$ cat src/rtl/clock_enable_manager.sv
// PLL lock qualifier with core reset sequencing, lock-loss counting and
// NUM_CH runtime-programmable clock-enable strobes, all in the PLL output domain.
module clock_enable_manager #(
    parameter int unsigned NUM_CH      = 4,
    parameter int unsigned DIV_WIDTH   = 8,
    parameter int unsigned LOCK_WAIT   = 16,
    parameter int unsigned CNT_WIDTH   = 4,
    parameter int unsigned DEFAULT_DIV = 1,
    localparam int unsigned CH_W       = (NUM_CH > 1) ? $clog2(NUM_CH) : 1
) (
    input  logic                 clk,
    input  logic                 reset,
    input  logic                 pllLocked,
    output logic                 coreReset,
    output logic                 isRunning,
    output logic [NUM_CH-1:0]    clkEnable,
    input  logic                 cfgValid,
    input  logic [CH_W-1:0]      cfgChannel,
    input  logic [DIV_WIDTH-1:0] cfgDivisor,
    output logic [CNT_WIDTH-1:0] lossCount
);

    localparam int unsigned WAIT_W = (LOCK_WAIT > 1) ? $clog2(LOCK_WAIT) : 1;
    localparam logic [WAIT_W-1:0]    WaitLast = WAIT_W'(LOCK_WAIT - 1);
    localparam logic [DIV_WIDTH-1:0] DefDiv   = DIV_WIDTH'(DEFAULT_DIV);

    typedef enum logic [1:0] {
        StWaitLock,
        StStable,
        StRun
    } state_e;

    state_e                state_q, state_d;
    logic                  s1_q, lock_sync_q;
    logic [WAIT_W-1:0]     wait_cnt_q, wait_cnt_d;
    logic [CNT_WIDTH-1:0]  loss_cnt_q, loss_cnt_d;

    logic [DIV_WIDTH-1:0]  act_div_q  [NUM_CH];
    logic [DIV_WIDTH-1:0]  act_div_d  [NUM_CH];
    logic [DIV_WIDTH-1:0]  pend_div_q [NUM_CH];
    logic [DIV_WIDTH-1:0]  pend_div_d [NUM_CH];
    logic [DIV_WIDTH-1:0]  cnt_q      [NUM_CH];
    logic [DIV_WIDTH-1:0]  cnt_d      [NUM_CH];

    logic                  run;
    logic                  enter_run;
    logic                  cfg_hit;
    logic [DIV_WIDTH-1:0]  pend_nxt;

    always_comb begin
        state_d    = state_q;
        wait_cnt_d = wait_cnt_q;
        loss_cnt_d = loss_cnt_q;
        unique case (state_q)
            StWaitLock: begin
                if (lock_sync_q) begin
                    state_d    = StStable;
                    wait_cnt_d = '0;
                end
            end
            StStable: begin
                // A drop while qualifying is not a loss; qualification simply restarts.
                if (!lock_sync_q) begin
                    state_d = StWaitLock;
                end else if (wait_cnt_q == WaitLast) begin
                    state_d = StRun;
                end else begin
                    wait_cnt_d = wait_cnt_q + WAIT_W'(1);
                end
            end
            StRun: begin
                if (!lock_sync_q) begin
                    state_d = StWaitLock;
                    if (loss_cnt_q != '1) begin
                        loss_cnt_d = loss_cnt_q + CNT_WIDTH'(1);
                    end
                end
            end
            default: state_d = StWaitLock;
        endcase
    end

    assign run       = (state_q == StRun);
    assign enter_run = (state_d == StRun) && !run;

    always_comb begin
        clkEnable = '0;
        cfg_hit   = 1'b0;
        pend_nxt  = '0;
        for (int i = 0; i < NUM_CH; i++) begin
            cfg_hit       = cfgValid && (32'(cfgChannel) < NUM_CH) && (cfgChannel == CH_W'(i));
            // Write bypass: a write landing on the wrap cycle is used by that wrap.
            pend_nxt      = cfg_hit ? cfgDivisor : pend_div_q[i];
            pend_div_d[i] = pend_nxt;
            act_div_d[i]  = act_div_q[i];
            cnt_d[i]      = cnt_q[i];
            if (!run) begin
                if (cfg_hit) begin
                    act_div_d[i] = cfgDivisor;
                end
                if (enter_run) begin
                    cnt_d[i] = '0;
                end
            end else if (cnt_q[i] == '0) begin
                clkEnable[i] = 1'b1;
                act_div_d[i] = pend_nxt;
                cnt_d[i]     = (pend_nxt == '0) ? '0 : pend_nxt - DIV_WIDTH'(1);
            end else begin
                cnt_d[i] = cnt_q[i] - DIV_WIDTH'(1);
            end
        end
    end

    always_ff @(posedge clk) begin
        if (reset) begin
            s1_q        <= 1'b0;
            lock_sync_q <= 1'b0;
            state_q     <= StWaitLock;
            wait_cnt_q  <= '0;
            loss_cnt_q  <= '0;
            for (int i = 0; i < NUM_CH; i++) begin
                act_div_q[i]  <= DefDiv;
                pend_div_q[i] <= DefDiv;
                cnt_q[i]      <= '0;
            end
        end else begin
            s1_q        <= pllLocked;
            lock_sync_q <= s1_q;
            state_q     <= state_d;
            wait_cnt_q  <= wait_cnt_d;
            loss_cnt_q  <= loss_cnt_d;
            for (int i = 0; i < NUM_CH; i++) begin
                act_div_q[i]  <= act_div_d[i];
                pend_div_q[i] <= pend_div_d[i];
                cnt_q[i]      <= cnt_d[i];
            end
        end
    end

    assign coreReset = !run;
    assign isRunning = run;
    assign lossCount = loss_cnt_q;

endmodule

$ cat config.mk
export PLATFORM = sky130hd
export DESIGN_NAME = clock_enable_manager
export DESIGN_NICKNAME = d
export VERILOG_FILES = /design/src/rtl/clock_enable_manager.sv
export SDC_FILE = /design/constraint.sdc
export NUM_CORES = 1
export LEC_CHECK = 0
export CORE_UTILIZATION = 45
export CTS_BUF_LIST = sky130_fd_sc_hd__clkbuf_4
export DETAILED_ROUTE_END_ITERATION = 7
export PLACE_DENSITY_LB_ADDON = 0.3
export SETUP_SLACK_MARGIN = 0.5
export SYNTH_ARGS = -nofsm -noshare
export SYNTH_HDL_FRONTEND = slang
export SYNTH_SLANG_ARGS = --single-unit
$ cat constraint.sdc
create_clock -name clk -period 3.8 [get_ports clk]
set_input_delay 0.95 -clock clk [delete_from_list [all_inputs] [get_ports clk]]
set_output_delay 0.95 -clock clk [all_outputs]
set_load 0.005 [all_outputs]
==> flow_summary.toml <==
[logic_synthesis]
synth-seq-area-share = 0.318
yosysTopAreaCell = "dfxtp_1"
synth_area_mm2 = 0.00478
synth_area_leaders = "dfxtp_1 32%, a21oi_1 5.1%, mux2i_1 5.0%"
synth_top_area_frac = 0.318
synth_edf_count = 0
ys_seq_elements = 76
synth_ff_type = "dfxtp_1"
yosys_warnings = 0
ys_async_sr_fraction = 0
syn_area_per_cell_um2 = 8.06
syn_inst = 593
synth.most_common_cell = "dfxtp_1"
synth_cell_types = 79
synth_common_cells = "76 x dfxtp_1, 64 x nor2_1, 53 x nand2_1"
syn-num-nets = 624

[cells_and_area]
postLayoutCellArea_mm2 = 0.00533
diodes = 0
multiInputGateArea_mm2 = 0.00306
synthToLayoutAreaGrowth_pct = 11.4
nets = 650
num-fill-cells = 980
regArea_mm2 = 0.00153
finalNonFillerCells = 760
drive_above_1_share = 0.123
final_util = 0.516

[pwr]
power_density_mw_per_mm2 = 278
fin_total_pwr_mw = 1.48
p_leak_nw = 2.01
peakVddDrop_mv = 0.198

[worst_setup_path]
crit_chain = "inv_1 -> ha_1 -> or4b_4 -> or2_4 -> nor2_4 -> clkdlybuf4s50_1"
cp_slowest_cell = "clkdlybuf4s50_1"
worstPathMaxFanout = 5
startpoint_type = "flop"
r2r_start = "wait_cnt_q[0]"
worstPathRequired_ns = 2.85
rr_endpoint = "cnt_q[0][3]"
r2r_cells = 6
r2r_slack_ns = 1.55
arrival_ns = 2.41
critPathCaptureType = "output pin"
path_class = "reg2out"
max_stage_delay_ns = 0.51

[die]
fp.dieH_um = 105
die_width_um = 105
coreArea_mm2 = 0.0103
die_area_mm2 = 0.0110
num_rows = 37
start_util = 0.463
io_pins = 24

[placement]
dp_hpwl_mm = 9.22
placed_cells = 741
port_buffers = 23
gp_congestion = 0.903
place_ws_ns = 0.168
placed_area_mm2 = 0.00514

[clock_tree]
clk_path_buf_depth = 2
clock_latency_ns = 0.43
cts_tree = "yes"
hold_buffers = 0
root_buffer = "clkbuf_4"
clock_sinks = 76
cts_max_level = 3
clk_pin_slew_ns = 0.13
cts_buffers = 9

[drt]
ant_nets = 0
dr.pass1.iters = 5
vias = 4582
drt_iter0_drc = 230
routed_via_density = 6.03
drt-total-wl_mm = 12.8
drc = 0
wire_per_inst_um = 16.9

[global_routing]
grt_max_degree = 55
gr-usage-all-layers = 0.240
grt_pass1_wl_mm = 21.3
antenna_found_initial = 0
grt.overflow.total = 0
first_global_vias = 4370

[sta]
finalHoldViolations = 0
tightest_slew_ns = 0.922
hold-worst-slack_ns = 0.459
finalSetupTns_ns = 0
rsz0062_at_grt = "yes"
min_period_over_period = 0.883
timing.fmax_mhz = 298
maxSlewHeadroom = 0.381
period_minus_slack_ns = 3.36
finClkSkew_ns = 0.0260
fin_ws_ns = 0.444
setup_viol = 0
maxSlewViolCount = 0

[worst_hold_path]
hp-start = "s1_q"
min_to = "lock_sync_q"
hold_path.class = "reg2reg"
whs_path_depth = 1

[status]
status = "finished, final reports clean"

[job]
cap_violations = 0
placed cells by master, fill, tap and decap left out, types with 12 or more instances in the layout:
cell / instances
mux2i_1: 22
nand3_1: 19
buf_4: 24
o21ai_0: 31
nor2_1: 62
dfxtp_1: 73
or3_1: 12
nor3_1: 26
clkdlybuf4s50_1: 20
nand2_1: 53
ha_1: 17
a21oi_1: 49
area by class of cell:
| cell class | instances | area share |
|---|---|---|
| clock buffer | 11 | 0.0155 |
| clock inverter | 5 | 0.00705 |
| inverter | 12 | 0.00845 |
| multi-input combinational | 473 | 0.575 |
| sequential | 76 | 0.286 |
| tap | 136 | 0.0319 |
| timing repair buffer | 47 | 0.0756 |
where the power goes:
part	switching (mW)	internal [mW]	leakage, nW	total (mW)
Sequential	0.0116	0.810	0.616	0.821
Clock	0.307	0.152	0.0635	0.459
Combinational	0.117	0.0838	1.33	0.201
Total	0.436	1.05	2.01	1.48
flip-flops by register name, indices dropped and copies added, names as in the netlist:
| signal | cells |
|---|---|
| cnt_q | 32 |
| lossCount | 4 |
| state_q | 2 |
| pend_div_q | 32 |
| lock_sync_q | 1 |
| s1_q | 1 |
| wait_cnt_q | 4 |
layer usage:
metal  wire [um]  up-vias  GRT usage
li1            -     2246          -
met1        6110     2199      0.328
met2        5840      116      0.383
met3         564       21     0.0281
met4         323        0     0.0986
met5           0        -          0
what timing repair did:
item	CTS	global route
pin swaps	1	1
gates cloned	0	0
resized for setup	11	5
setup buffers	2	1
endpoints found under the setup margin	3	7
critical path, delay by kind of cell (launching register included):
kind / cells / cell delay (ns)
adder cells (fa/ha/maj): 1 / 0.14
buffers and inverters: 2 / 0.59
flip-flops: 1 / 0.36
AND/OR/NAND/NOR: 3 / 0.90
worst max path at each step:
stage / start / endpoint / depth (start not counted)
final: cnt_q[0][0] / clkEnable[0] / 6
after global routing: cnt_q[0][0] / clkEnable[0] / 6
after global placement: cfgChannel[0] / cnt_q[3][7] / 8
after detailed placement: cfgChannel[0] / cnt_q[3][7] / 8
after floorplan: cfgChannel[0] / cnt_q[2][4] / 10
after CTS: cnt_q[0][0] / clkEnable[0] / 6
cell families (layout without fill, tap and decap cells):
group | after synthesis | count (layout) | share of synthesized area
AOI/OAI and AO/OA | 154 | 154 | 0.212
xor gates and xnor gates | 15 | 15 | 0.0275
adders and majority gates | 17 | 17 | 0.0445
buffers and inverters | 44 | 75 | 0.0494
DFF | 76 | 76 | 0.318
muxes | 30 | 30 | 0.0662
and+or+nand+nor | 257 | 257 | 0.282
(Power assumes the default switching activity.)
